**src/rtl/branch_update_arbiter_pkg.sv**
```systemverilog
// rtl/branch_update_arbiter_pkg.sv - shared predictor_update type and ROB age helper
package branch_update_arbiter_pkg;

  localparam int ROB_INDEX_BITS = 3;

  typedef struct packed {
    logic                      valid_jump;
    logic [ROB_INDEX_BITS-1:0] rob_ticket;
    logic [3:0]                rat_id;
    logic                      jump_taken;
    logic [11:0]               jump_target;
  } pu_t;

  // Distance from the ROB head; wraps naturally at the ticket width.
  function automatic logic [ROB_INDEX_BITS-1:0] rob_age(
    input logic [ROB_INDEX_BITS-1:0] ticket,
    input logic [ROB_INDEX_BITS-1:0] head
  );
    return ticket - head;
  endfunction

endpackage

```
**src/rtl/branch_update_arbiter_oldest_select.sv**
```systemverilog
// rtl/branch_update_arbiter_oldest_select.sv - picks the pending entry with the smallest ROB age
module branch_update_arbiter_oldest_select
  import branch_update_arbiter_pkg::*;
#(
  parameter int N_REQ    = 2,
  parameter int IDX_BITS = 1
) (
  input  logic [N_REQ-1:0]          i_pending,
  input  logic [ROB_INDEX_BITS-1:0] i_age [N_REQ],
  output logic [N_REQ-1:0]          o_grant,
  output logic [IDX_BITS-1:0]       o_index,
  output logic                      o_any
);

  logic [ROB_INDEX_BITS-1:0] w_best_age;

  // Strict less-than keeps the lowest index on equal ages.
  always_comb begin
    o_grant    = '0;
    o_index    = '0;
    o_any      = 1'b0;
    w_best_age = '0;
    for (int i = 0; i < N_REQ; i++) begin
      if (i_pending[i] && (!o_any || (i_age[i] < w_best_age))) begin
        o_any      = 1'b1;
        w_best_age = i_age[i];
        o_index    = IDX_BITS'(i);
      end
    end
    if (o_any) begin
      o_grant[o_index] = 1'b1;
    end
  end

endmodule

```
**src/rtl/branch_update_arbiter.sv**
```systemverilog
// rtl/branch_update_arbiter.sv - per-port branch update buffers merged oldest-first with flush squash
module branch_update_arbiter
  import branch_update_arbiter_pkg::*;
#(
  parameter int N_REQ    = 2,
  parameter int CNT_BITS = 16
) (
  input  logic                      clk,
  input  logic                      rst_n,
  input  logic [N_REQ-1:0]          req_valid,
  input  pu_t                       req_update [N_REQ],
  output logic [N_REQ-1:0]          req_ready,
  input  logic [ROB_INDEX_BITS-1:0] rob_head,
  input  logic                      out_ready,
  output pu_t                       out_update,
  input  logic                      flush_valid,
  input  logic [ROB_INDEX_BITS-1:0] flush_ticket,
  output logic [CNT_BITS-1:0]       squash_count,
  output logic [CNT_BITS-1:0]       issue_count
);

  localparam int IDX_BITS = (N_REQ > 1) ? $clog2(N_REQ) : 1;

  logic [N_REQ-1:0]          r_pending;
  pu_t                       r_payload [N_REQ];
  logic [CNT_BITS-1:0]       r_squash_count;
  logic [CNT_BITS-1:0]       r_issue_count;

  logic [ROB_INDEX_BITS-1:0] w_age [N_REQ];
  logic [N_REQ-1:0]          w_grant;
  logic [IDX_BITS-1:0]       w_index;
  logic                      w_any;
  logic                      w_pop;
  logic [N_REQ-1:0]          w_capture;
  logic [N_REQ-1:0]          w_keep;
  logic [N_REQ-1:0]          w_squash;
  logic [N_REQ-1:0]          w_next_pending;
  pu_t                       w_next_payload [N_REQ];
  logic [ROB_INDEX_BITS-1:0] w_flush_age;
  logic [CNT_BITS:0]         w_squash_sum;
  logic [CNT_BITS:0]         w_issue_sum;

  always_comb begin
    for (int i = 0; i < N_REQ; i++) begin
      w_age[i] = rob_age(r_payload[i].rob_ticket, rob_head);
    end
  end

  branch_update_arbiter_oldest_select #(
    .N_REQ    (N_REQ),
    .IDX_BITS (IDX_BITS)
  ) u_oldest_select (
    .i_pending (r_pending),
    .i_age     (w_age),
    .o_grant   (w_grant),
    .o_index   (w_index),
    .o_any     (w_any)
  );

  // Output depends only on registered state, never on flush_*.
  always_comb begin
    out_update = '0;
    if (w_any) begin
      out_update            = r_payload[w_index];
      out_update.valid_jump = 1'b1;
    end
  end

  assign w_pop     = w_any & out_ready;
  assign req_ready = ~r_pending | (w_grant & {N_REQ{out_ready}});
  assign w_capture = req_valid & req_ready;

  assign w_flush_age = rob_age(flush_ticket, rob_head);

  // Squash is applied to the next-state view, so same-cycle captures are covered.
  always_comb begin
    w_squash_sum = {1'b0, r_squash_count};
    for (int i = 0; i < N_REQ; i++) begin
      w_next_payload[i] = w_capture[i] ? req_update[i] : r_payload[i];
      w_keep[i]         = w_capture[i] | (r_pending[i] & ~(w_grant[i] & w_pop));
      w_squash[i]       = flush_valid & w_keep[i] &
                          (rob_age(w_next_payload[i].rob_ticket, rob_head) > w_flush_age);
      w_next_pending[i] = w_keep[i] & ~w_squash[i];
      w_squash_sum      = w_squash_sum + {{CNT_BITS{1'b0}}, w_squash[i]};
    end
    w_issue_sum = {1'b0, r_issue_count} + {{CNT_BITS{1'b0}}, w_pop};
  end

  always_ff @(posedge clk or negedge rst_n) begin
    if (!rst_n) begin
      r_pending      <= '0;
      r_squash_count <= '0;
      r_issue_count  <= '0;
      for (int i = 0; i < N_REQ; i++) begin
        r_payload[i] <= '0;
      end
    end else begin
      r_pending <= w_next_pending;
      for (int i = 0; i < N_REQ; i++) begin
        r_payload[i] <= w_next_payload[i];
      end
      r_squash_count <= w_squash_sum[CNT_BITS] ? {CNT_BITS{1'b1}} : w_squash_sum[CNT_BITS-1:0];
      r_issue_count  <= w_issue_sum[CNT_BITS]  ? {CNT_BITS{1'b1}} : w_issue_sum[CNT_BITS-1:0];
    end
  end

  assign squash_count = r_squash_count;
  assign issue_count  = r_issue_count;

endmodule

```
**config.mk**
```make
export PLATFORM = sky130hd
export DESIGN_NAME = branch_update_arbiter
export DESIGN_NICKNAME = d
export VERILOG_FILES = /design/src/rtl/branch_update_arbiter_pkg.sv /design/src/rtl/branch_update_arbiter_oldest_select.sv /design/src/rtl/branch_update_arbiter.sv
export SDC_FILE = /design/constraint.sdc
export NUM_CORES = 1
export LEC_CHECK = 0
export BUFFER_PORTS_ARGS = -buffer_cell sky130_fd_sc_hd__buf_2
export CORE_MARGIN = 2
export CORE_UTILIZATION = 40
export CTS_CLUSTER_SIZE = 16
export DETAILED_ROUTE_END_ITERATION = 10
export SLEW_MARGIN = 20
export SYNTH_ARGS = -nofsm -noshare
export SYNTH_HDL_FRONTEND = slang
export SYNTH_SLANG_ARGS = --single-unit
```
**constraint.sdc**
```tcl
create_clock -name clk -period 11.1 [get_ports clk]
set_input_delay 1.665 -clock clk [delete_from_list [all_inputs] [get_ports clk]]
set_output_delay 1.665 -clock clk [all_outputs]
set_load 0.02 [all_outputs]
```
[Word level (Yosys, flattened, before mapping)]
Index checks and enable logic that the tools add are counted.
W data, S select, Z words.
Storage, ports and cells
  register bits after elaboration: 74
  latch bits: 0
  RAM bits: 0
  memory bits (read-only): 0
  input bits: 54
  word-level logic and storage cells: 66
  memories kept: 0
Cells by class
  add/subtract/negate cells: 8
  multipliers: 0
  divide/modulo/power cells: 0
  $lt $le $gt $ge: 6
  equality and inequality tests: 0
  shift operators: 0
  multiplexer cells: 15
  bitwise operators: 22
  reductions and logical operators: 4
Operators with widths (number)
  $mux W20: 5
  $add A16 B1 Y17: 2
  $mux W16: 2
  $mux W21: 1
  $add A17 B1 Y17: 1
  $sub A3 B3 Y3: 5
  $and A1 B1 Y1: 11
  $gt A3 B3 Y1: 2
  $and A2 B2 Y2: 2
  $mux W1: 4
  $not A1 Y1: 4
  $lt A3 B3 Y1: 1
  $mux W3: 1
  $ge A2 B2 Y1 const B: 1
  $logic_and A1 B1 Y1: 2
  $lt A1 B2 Y1 const B: 1
  $mux W2: 1
  $not A1 Y2: 1
  $not A2 Y2: 1
  $or A1 B1 Y1: 2
  $or A2 B2 Y2: 1
  $demux W1 S1: 1
  $ge A1 B1 Y1 const B: 1
  $logic_not A1 Y1: 1
  $logic_or A1 B1 Y1: 1

[Longest topological paths before layout]
Gate-level depths: netlist of the first run.
  depth in word-level cells: 21
  depth in mapped cells: 30
  mapped depth without buffers: 29

[Cells and area by module]
A second synthesis of the first run with hierarchy kept.
Unflattened totals
  cell total of the unflattened synthesis: 370
  area, all modules: 4045.1 um^2
By module, submodules not included
  branch_update_arbiter: instances 1, cells each 357, area an instance 3932.5 um^2
  branch_update_arbiter_oldest_select: instances 1, cells each 13, area an instance 112.6 um^2

[Worst setup path after synthesis of the first run]
Ideal clock, no wire load.
  path kind: input -> register
  start point: input port rob_head[0]
  end point: register r_squash_count[8] (netlist: squash_count[8])
  library setup time: 0.083 ns
  data arrival time: 6.630 ns
  path slack: 4.387 ns
  stages on the path: 28
  cell sequence: ha_1 > fa_1 > xnor2_1 > xnor2_1 > ha_1 > a21oi_1 > o21ai_2 > a31oi_1 > buf_4 > buf_6 > mux2i_1 > ha_1 > fa_1 > xnor2_1 > xnor2_1 > ha_1 > nand3_1 > nand2_1 > nor2_1 > o21ai_0 > fa_1 > inv_1 > ha_1 > nand2_1 > nor3_4 > nand4_1 > buf_2 > o21ai_0
Between the ends
  longest elaborated chain between the ends: 21
  elaborated cells on any way between the ends: 40
  those cells by class: add/sub (7); order compare (5); mux (9); bitwise (16); reduce/logical (3)
RTL lines
  from (decl): line branch_update_arbiter.sv:13  | input logic [ROB_INDEX_BITS-1:0] rob_head,
  $sub A3 B3 Y3: line branch_update_arbiter_pkg.sv:19  | return ticket - head;
  $mux W3: line branch_update_arbiter_oldest_select.sv:24  | if (i_pending[i] && (!o_any || (i_age[i] < w_best_age))) begin
  $lt A3 B3 Y1: line branch_update_arbiter_oldest_select.sv:24
  $logic_or A1 B1 Y1: line branch_update_arbiter_oldest_select.sv:24
  $logic_and A1 B1 Y1: line branch_update_arbiter_oldest_select.sv:24
  $mux W1: line branch_update_arbiter_oldest_select.sv:24
  $lt A1 B2 Y1 (not written as such) or $ge A1 B1 Y1 (tied branches): line branch_update_arbiter_oldest_select.sv:31  | o_grant[o_index] = 1'b1;
  $logic_and A1 B1 Y1 (not written as such): line branch_update_arbiter_oldest_select.sv:31
  [... 5 more ...]
  $and A2 B2 Y2: line branch_update_arbiter.sv:71  | assign w_capture = req_valid & req_ready;
  $mux W20: line branch_update_arbiter.sv:79  | w_next_payload[i] = w_capture[i] ? req_update[i] : r_payload[i];
  $sub A3 B3 Y3: line branch_update_arbiter_pkg.sv:19
  $gt A3 B3 Y1: line branch_update_arbiter.sv:82  | (rob_age(w_next_payload[i].rob_ticket, rob_head) > w_flush_age);
  $and A1 B1 Y1: line branch_update_arbiter.sv:81  | w_squash[i] = flush_valid & w_keep[i] &
  $add A16 B1 Y17: line branch_update_arbiter.sv:84  | w_squash_sum = w_squash_sum + {{CNT_BITS{1'b0}}, w_squash[i]};
  $add A17 B1 Y17 (*): line branch_update_arbiter.sv:84
  $mux W16 (*): line branch_update_arbiter.sv:102  | r_squash_count <= w_squash_sum[CNT_BITS] ? {CNT_BITS{1'b1}} : w_squash_sum[CNT_BITS-1:0];
  to (signal assigned): line branch_update_arbiter.sv:102
  to (decl): line branch_update_arbiter.sv:26  | logic [CNT_BITS-1:0] r_squash_count;
Mark *: on every way between the ends. The rest lies on a longest branch, timed or not.
A chain may end at the register's enable or synchronous reset.

[Worst setup path after layout of the first run]
  start point: input port rob_head[0]
  end point: register r_squash_count[10] (netlist: squash_count[10])
Same word-level chain as after synthesis.

==> results of run 1 <==
==> metrics by stage <==
step | util | worst slack, ns | cells
detailed placement | 0.4752 | 3.063 | 608
global route | 0.4938 | 2.760 | 624
global placement | 0.4752 | 3.171 | 608
finish | 0.4938 | 3.459 | 624
floorplan | - | 4.387 | 382
CTS | 0.4938 | 3.428 | 624
==> sequential cells by signal, summed over array words and instances (netlist names) <==
| signal | flops |
|---|---|
| r_pending | 2 |
| issue_count | 16 |
| r_payload | 40 |
| squash_count | 16 |
==> area by class of cell <==
type | instances | area [sq um] | area share
clock buffer | 11 | 141.4 | 0.02957
sequential | 74 | 1852 | 0.3872
multi-input combinational | 267 | 1938 | 0.4053
timing repair buffer | 108 | 548.0 | 0.1146
tap | 133 | 166.4 | 0.03480
clock inverter | 5 | 38.79 | 0.008111
inverter | 26 | 97.59 | 0.02041
==> metal layers <==
layer,routed length (microns),share of wire,up-vias
met2,3913,0.45,83
met1,4076,0.47,1410
li1,-,-,1478
met5,7,0.00081,-
met4,144,0.017,2
met3,461,0.054,15
==> cells by family after synthesis <==
| family | count (synthesis) | share of synthesized area |
|---|---|---|
| AO/OA/AOI/OAI | 45 | 0.06501 |
| XOR/XNOR | 30 | 0.06627 |
| adder cells (fa/ha/maj) | 22 | 0.08078 |
| buffers and inverters | 41 | 0.04670 |
| flip-flops | 74 | 0.4670 |
| multiplexers | 43 | 0.1218 |
| AND/OR/NAND/NOR | 127 | 0.1524 |
==> where the power goes <==
part / internal, mW / total [mW] / leakage, nW / switching [mW]
sequential: 0.371 / 0.454 / 0.903 / 0.0837
clock: 0.0882 / 0.194 / 0.0782 / 0.106
combinational: 0.317 / 0.770 / 1.42 / 0.452
==> critical path: stages <==
cell,delay [ns]
buf_2,0.14
ha_1,0.21
fa_1,0.37
xnor2_1,0.20
xnor2_1,0.09
ha_1,0.30
nand2_1,0.07
o21ai_2,0.26
o221a_2,0.67
a21oi_1,0.18
ha_1,0.23
fa_1,0.41
xnor2_1,0.21
xnor2_1,0.15
ha_1,0.26
nand3_1,0.08
nand2_1,0.05
a21oi_1,0.18
nand2b_1,0.10
fa_1,0.38
inv_1,0.07
ha_1,0.22
nand2_1,0.16
nor3_4,0.30
nand4_1,0.53
a41oi_1,0.41
==> how the worst max path moves through the flow <==
stage          slack, ns         from               end  cells past startpoint
2_1_floorplan       4.39  rob_head[0]   squash_count[8]                     28
3_3_place_gp        3.17  rob_head[0]  squash_count[10]                     26
3_5_place_dp        3.06  rob_head[0]  squash_count[10]                     26
4_1_cts             3.43  rob_head[0]  squash_count[10]                     26
5_1_grt             2.76  rob_head[1]  squash_count[10]                     26
6_report            3.46  rob_head[0]  squash_count[10]                     26
==> placed cells by master (no fill, tap or decap), types with 2 or more instances in the layout <==
| cell type | instances |
|---|---|
| clkbuf_8 | 10 |
| nor3_2 | 2 |
| mux2i_1 | 4 |
| nor2b_1 | 3 |
| xnor2_1 | 21 |
| and3_1 | 6 |
| nand2_1 | 73 |
| nand2b_1 | 4 |
| nand4_1 | 3 |
| mux2_2 | 38 |
| a21oi_1 | 11 |
| clkinvlp_4 | 4 |
| fa_1 | 6 |
| ha_1 | 16 |
| a21o_1 | 2 |
| buf_4 | 3 |
| xor2_1 | 9 |
| o21ai_0 | 22 |
| buf_2 | 105 |
| dfrtp_1 | 74 |
| a41oi_1 | 2 |
| inv_1 | 26 |
| nand3_1 | 13 |
| nor2_1 | 13 |
==> impl_results.md, run 1 <==
* Ys async rst share at 1.000
* FILL cells at 939
* Main area contributors after synthesis: dfrtp_1 47%, mux2_2 11%, nand2_1 6.9%
* DRT iter0 DRCs at 95
* Reg2Reg Setup Slack at 4.48 ns
* Syn avg cell area at 10.38 sq um
* Synth top area share at 0.4670
* Vias per Instance at 4.788
* Synth area leader: dfrtp_1
* Design area at 4782 sq um
* Worst vdd ir at 0.1223 mV
* Gr usage total at 0.1687
* Unique masters post-synth at 42
* RSZ-0062 raised after global routing: false
* Period minus WS final at 7.641 ns
* Clk_lat worst skew at 0.34 ns
* Slew Limit Fails at 0
* Clk sinks at 74
* # diodes at 0
* WL/cell at 13.79 microns
* Synth Instances at 382
* Final Power at 1.418 mW
* Hold endpoint: r_payload[35]
* Global-route wire length before repair at 14,810 microns
* Hold Path Cell Cnt at 1
* Worst path arrival time at 7.89 ns
* Worst r2r path cells at 27
* Post-synth top cells: 74 x dfrtp_1, 73 x nand2_1, 38 x mux2_2
* Fin Setup TNS at 0 ns
* Clk_skew at 0.01561 ns
* PwrDens at 296.5 nW/um^2
* DP Wirelength at 6099 microns
* IO Port Bufs at 106
* DRC at 0
* Met3 GRT Util at 0.04531
* Synth Register Bits at 74
* Placer Congestion at 0.8221
* Max_slew headroom at 0.3536
* Type of the worst min-delay path: flop to flop
* Most common cell in the synthesized netlist: dfrtp_1
* Core Area at 9684 sq um
* 1st-pass router iterations at 4
* Hold slack final at 0.5101 ns
* CTS tree: yes
* Sequential area share after synthesis at 0.4670
* Hold path start: r_payload[35]
* Initial antenna violation count at 1
* CP Launch Type: input pin
* Final worst-path cycle share at 0.6884
* Remaining Overflow, GRT at 0
* Hold-fix buffers, CTS at 0
* Die Span Y at 103.6 microns
* Hold Violations, Final at 0
* EDFF count, synth at 0
* Main synth FF type: dfrtp_1
* Max cap viols at 0
* Crit Path Category: input pin to flop
* Post-CTS Setup Inserts at 0
* Die Area at 10,720 sq um
* Syn Nets at 458
* Area growth, synth to finish at 20.61%
* Worst reg2reg startpoint: r_payload[38]
* Met1 usage at 0.2330
* GR peak layer: met2
* CP Max Fanout at 22
* Status: finished clean
* Req. time, crit path at 11.35 ns
* Peak Freq at 130.9 MHz
* Die W at 103.6 microns
* TritonCTS buffer count at 9
* Yosys warns at 0
* Largest net degree at the start of global routing at 75
* DP Area at 4602 sq um
* I/O pin total at 109
* Slew @ Worst Pin at 0.9696 ns
* CP endpoint kind: flop
* Vias in the first global route at 3,026
* Reg-to-reg endpoint: squash_count[10]
* CTS Buffer Depth at 2
* Starting density of the core at 0.4094
* Leak Pwr at 2.406 nW
* Total Routed Length at 8604 microns
* Post-CTS resize count at 0
* CTS clk-pin slew, worst paths at 0.09 ns
* H-tree levels at 3
* Synthesized area at 3965 sq um
* Final setup violating endpoints at 0
* Cell row count at 36
* Fin nets at 562
* Share of cells above drive strength 1 at 0.3544
* ANT nets after route at 0
* CTS Root Cell: clkbuf_8
* Routed via count at 2,988
* Met2 Use GR at 0.2616
Power figures use the tool's default switching activity.
==> inputs of run 2 (changes only) <==
PLACE_DENSITY = 0.66   (was not set)
clock period = 6.4 ns   (was 11.1 ns; I/O delays follow)
==> impl_results.md, run 2 (synthesized netlist as in run 1, its figures left out) <==
* Status: finished clean
* Share of cells above drive strength 1 at 0.3705 (+0.01614)
* 1st-pass router iterations at 4 (unchanged)
* Most common cell after layout, fill and taps aside: buf_2
* Hold-fix buffers, CTS at 0 (unchanged)
* Slew Limit Fails at 0 (unchanged)
* Worst path arrival time at 6.27 ns (-1.62 ns)
* Total Routed Length at 8812 microns (+2.4%)
* Fin nets at 573 (+2.0%)
* Fin Setup TNS at 0 ns (unchanged)
* IO Port Bufs at 106 (unchanged)
* FILL cells at 921 (-1.9%)
* Crit Path Category: input pin to flop
* Die Area at 10,720 sq um (unchanged)
* Remaining Overflow, GRT at 0 (unchanged)
* # diodes at 0 (unchanged)
* ANT nets after route at 0 (unchanged)
* Cell row count at 36 (unchanged)
* Clk sinks at 74 (unchanged)
* Max cap viols at 0 (unchanged)
* DRC at 0 (unchanged)
* Max_slew headroom at 0.3776 (+0.02402)
* Req. time, crit path at 6.65 ns (-4.70 ns)
* CTS Root Cell: clkbuf_8
* CP Launch Type: input pin
* Number of cells after detailed placement at 618 (+1.6%)
* Gr usage total at 0.1690 (+0.0002700)
* DP Wirelength at 6582 microns (+7.9%)
* Final setup violating endpoints at 0 (unchanged)
* Peak Freq at 166.1 MHz
* Utilization after layout at 0.5054 (+0.01163)
* Leak Pwr at 2.481 nW (+3.1%)
* CP Max Fanout at 6 (-73%)
* Worst vdd ir at 0.2611 mV (+110%)
* Period minus WS final at 6.021 ns
* Largest net degree at the start of global routing at 75 (unchanged)
* CP max stage cell: fa_1
* Slew @ Worst Pin at 0.9336 ns (-0.03603 ns)
* RSZ-0062 raised after global routing: false
* Design area at 4895 sq um (+2.4%)
* Starting density of the core at 0.4094 (unchanged)
* DP Area at 4677 sq um (+1.6%)
* WL/cell at 13.88 microns (+0.64%)
* Vias per Instance at 4.808 (+0.41%)
* Most frequent cells in the layout: 105 x buf_2, 74 x dfrtp_1, 73 x nand2_1
* Die W at 103.6 microns (unchanged)
* Largest stage delay, worst path at 0.41 ns (-0.26 ns)
* Clk_lat worst skew at 0.34 ns (about the same)
* Global-route wire length before repair at 14,850 microns (+0.23%)
* CTS clk-pin slew, worst paths at 0.08 ns (about the same)
* Vias in the first global route at 3,082 (+1.9%)
* Post-Layout Cell Count at 635 (+1.8%)
* DRT iter0 DRCs at 73 (-23%)
* CP endpoint kind: flop
* Largest register by flop count: r_payload
* Die Span Y at 103.6 microns (unchanged)
* Placer Congestion at 0.8073 (-1.8%)
* Core Area at 9684 sq um (unchanged)
* Clk_skew at 0.01558 ns (-0.00003020 ns)
* Type of the worst min-delay path: flop to flop
* Initial antenna violation count at 0 (-1)
* Area growth, synth to finish at 23.45%
* Critical path's most frequent cell: ha_1
* Hold Violations, Final at 0 (unchanged)
* Routed via count at 3,053 (+2.2%)
* TritonCTS buffer count at 9 (unchanged)
* Final worst-path cycle share at 0.9408
* H-tree levels at 3 (unchanged)
* Number of flip-flops in the largest register at 40 (unchanged)
* CTS tree: yes
* CTS Buffer Depth at 2 (unchanged)
* I/O pin total at 109 (unchanged)
* PwrDens at 521.7 nW/um^2 (+76%)
[run 2: area by class of cell]
class / count / area, sq um / share of cell area
multi-input cells: 267 / 1947 / 0.3978
flip-flops and latches: 74 / 1852 / 0.3783
repair buffers: 119 / 630.6 / 0.1288
well taps: 133 / 166.4 / 0.03400
clock buffers: 9 / 123.9 / 0.02531
inverters: 26 / 97.59 / 0.01994
clock inverters: 7 / 77.57 / 0.01585
[run 2: what timing repair did]
item,4_1_cts,5_1_grt
setup buffers,0,1
endpoints found under the hold margin,0,0
setup endpoints to repair,0,14
resized for setup,0,1
[run 2: per-stage QoR]
stage / worst slack (ns) / hold slack (ns) / total power [mW]
floorplan: 0.3924 / 0.4804 / 1.763
global placement: 0.07753 / 0.4887 / 2.158
detailed placement: -0.09844 / 0.4955 / 2.206
CTS: 0.2779 / 0.5134 / 2.581
global route: 0.02304 / 0.5291 / 2.775
finish: 0.3790 / 0.5089 / 2.554
[run 2: path summary, 6_finish.rpt]
path / to / cells after the start / start / slack, ns
max: squash_count[10] / 28 / rob_head[0] / 0.38
min: r_payload[16] / 1 / r_payload[16] / 0.51
max reg2reg: squash_count[10] / 28 / r_payload[17] / 0.77
min reg2reg: r_payload[16] / 1 / r_payload[16] / 0.51
max in group asynchronous: issue_count[1] / 1 / rst_n / 5.02
min in group asynchronous: r_payload[13] / 1 / rst_n / 0.76
[run 2: per-layer routing]
layer  up-vias  global-route usage  routed length (microns)
li1       1501                   -                        -
met3        10             0.03713                      571
met1      1450              0.2249                     3932
met4         0             0.05695                       87
met5         -                   0                        0
met2        92              0.2748                     4220
[run 2: power breakdown]
| part | internal (mW) | switching, mW | leakage [nW] | total, mW |
|---|---|---|---|---|
| combinational | 0.590 | 0.822 | 1.48 | 1.41 |
| clock | 0.183 | 0.181 | 0.0998 | 0.364 |
| sequential | 0.643 | 0.135 | 0.903 | 0.778 |
[run 2: worst max-delay path, delay by kind of cell]
kind,cells,cell delay (ns)
adder cells (fa/ha/maj),8,2.29
AO/OA/AOI/OAI,6,1.01
AND/OR/NAND/NOR,7,0.87
XOR/XNOR,4,0.73
buffers and inverters,3,0.40
==> inputs of run 3 (changes only) <==
CELL_PAD_IN_SITES_DETAIL_PLACEMENT = 1   (was not set)
CELL_PAD_IN_SITES_GLOBAL_PLACEMENT = 1   (was not set)
CORE_UTILIZATION = 36   (was 40)
PLACE_DENSITY = not set   (was 0.66)
PLACE_DENSITY_LB_ADDON = 0.1   (was not set)
==> impl_results.md, run 3 (synthesized netlist as in run 1, its figures left out) <==
* Status: finished clean
* Clk_lat worst skew at 0.34 ns (about the same)
* Number of cells after detailed placement at 625 (+1.1%)
* Fin nets at 574 (+0.17%)
* RSZ-0062 raised after global routing: false
* CP max stage cell: fa_1
* Worst r2r path cells at 29 (+3.6%)
* Max cap viols at 0 (unchanged)
* DRC at 0 (unchanged)
* Req. time, crit path at 6.64 ns (about the same)
* Routed via count at 3,095 (+1.4%)
* Dpl ws at -0.08170 ns (+0.01674 ns)
* Crit. path cell count at 29 (+3.6%)
* Critical path's most frequent cell: ha_1
* PwrDens at 523.8 nW/um^2 (+0.41%)
* Leak Pwr at 2.497 nW (+0.62%)
* CP Launch Type: input pin
* Max_slew headroom at 0.3442 (-0.03340)
* Gr usage total at 0.1727 (+0.003736)
* # diodes at 0 (unchanged)
* Vias in the first global route at 3,241 (+5.2%)
* DP Wirelength at 7236 microns (+9.9%)
* IO Port Bufs at 106 (unchanged)
* Slew Limit Fails at 0 (unchanged)
* H-tree levels at 3 (unchanged)
* Most frequent cells in the layout: 105 x buf_2, 74 x dfrtp_1, 73 x nand2_1
* CP endpoint kind: flop
* Largest stage delay, worst path at 0.43 ns (+0.02 ns)
* Clk sinks at 74 (unchanged)
* Peak Freq at 167.8 MHz (+1.0%)
* Largest register by flop count: r_payload
* Final Power at 2.580 mW (+1.0%)
* Reg-to-reg endpoint: squash_count[14]
* Period minus WS final at 5.960 ns (-0.06140 ns)
* Die Area at 11,870 sq um (+11%)
* Die W at 108.9 microns (+5.2%)
* Reg2Reg Setup Slack at 0.81 ns (+0.04 ns)
* CP Max Fanout at 5 (-1)
* Worst vdd ir at 0.2435 mV (-6.8%)
* Worst path top cell family by delay: adder cells
* Remaining Overflow, GRT at 0 (unchanged)
* 1st-pass router iterations at 4 (unchanged)
* ANT nets after route at 0 (unchanged)
* Initial antenna violation count at 0 (unchanged)
* Worst path arrival time at 6.20 ns (-0.07 ns)
* Hold Violations, Final at 0 (unchanged)
* Global-route wire length before repair at 15,870 microns (+6.9%)
* Total Routed Length at 9721 microns (+10%)
* Clk_skew at 0.008736 ns (-0.006843 ns)
* Share of cells above drive strength 1 at 0.3757 (+0.005228)
* CTS Root Cell: clkbuf_8
* DRT iter0 DRCs at 58 (-21%)
* Worst reg2reg startpoint: r_payload[17]
* Vias per Instance at 4.813 (+0.11%)
* TritonCTS buffer count at 9 (unchanged)
* CTS clk-pin slew, worst paths at 0.08 ns (about the same)
* WL/cell at 15.12 microns (+8.9%)
* Placer Congestion at 0.7822 (-3.1%)
* Final WS setup at 0.4405 ns (+0.06140 ns)
* Fin Setup TNS at 0 ns (unchanged)
* Crit Path Category: input pin to flop
* Critical Path End: squash_count[14]
* Starting density of the core at 0.3674 (-0.04205)
* Buf/Inv on CP at 4 (+1)
* Area growth, synth to finish at 24.23%
* Core Area at 10,790 sq um (+11%)
* Cell row count at 38 (+5.6%)
* I/O pin total at 109 (unchanged)
* Post-Layout Cell Count at 643 (+1.3%)
* Worst setup startpoint: rob_head[0]
* CTS Buffer Depth at 2 (unchanged)
* Die Span Y at 108.9 microns (+5.2%)
* Slew @ Worst Pin at 0.9837 ns (+0.05010 ns)
* Number of flip-flops in the largest register at 40 (unchanged)
* Largest net degree at the start of global routing at 75 (unchanged)
* Final setup violating endpoints at 0 (unchanged)
* Most common cell after layout, fill and taps aside: buf_2
* Final worst-path cycle share at 0.9312 (-0.009595)
* Type of the worst min-delay path: flop to flop
* CTS tree: yes
[run 3: cell count changes in the layout (fill, tap and decap cells not counted)]
cell | before | now
clkinv_2 | 1 | 3
nor3_1 | 1 | 0
inv_6 | 1 | 0
buf_6 | 0 | 1
clkinv_4 | 3 | 0
clkbuf_8 | 9 | 11
nor3_2 | 2 | 3
a21oi_1 | 11 | 10
a21oi_2 | 1 | 2
[run 3: per-layer routing]
metal	vias up	share of wire	global-route usage
met5	-	0	0
met4	0	0.018	0.07418
met3	12	0.047	0.03467
met2	71	0.47	0.2799
met1	1509	0.46	0.2243
li1	1503	-	-
[run 3: what timing repair did]
action | CTS | global route
hold buffers | 0 | 0
gates resized for setup | 0 | 4
setup endpoints to repair | 0 | 12
setup buffers | 0 | 2
[run 3: layout make-up]
cell class,count,area (sq um)
fillers,1243,5867
multi-input cells,267,1956
flip-flops and latches,74,1852
repair buffers,120,641.9
well taps,140,175.2
clock buffers,11,151.4
inverters,26,97.59
clock inverters,5,52.55
[run 3: worst min path at each step]
| stage | slack [ns] | from | cells after the start | endpoint |
|---|---|---|---|---|
| after detailed placement | 0.50 | r_payload[25] | 1 | r_payload[25] |
| final | 0.51 | r_payload[29] | 1 | r_payload[29] |
| after global placement | 0.49 | r_payload[12] | 1 | r_payload[12] |
| after CTS | 0.51 | r_payload[31] | 1 | r_payload[31] |
| after global routing | 0.52 | r_payload[32] | 1 | r_payload[32] |
| after floorplan | 0.48 | r_payload[10] | 1 | r_payload[10] |
[run 3: through the flow]
step             util  hold slack, ns  area, sq um
5_1_grt        0.4564          0.5250         4926
2_1_floorplan       -          0.4804         3965
3_3_place_gp   0.4342          0.4881         4686
4_1_cts        0.4530          0.5141         4890
6_report       0.4564          0.5088         4926
3_5_place_dp   0.4342          0.4962         4686
[run 3: report_power, final]
| group | switching, mW | internal [mW] | leakage, nW |
|---|---|---|---|
| logic | 0.845 | 0.593 | 1.49 |
| clock network | 0.179 | 0.200 | 0.105 |
| registers | 0.121 | 0.644 | 0.903 |
| total | 1.14 | 1.44 | 2.50 |
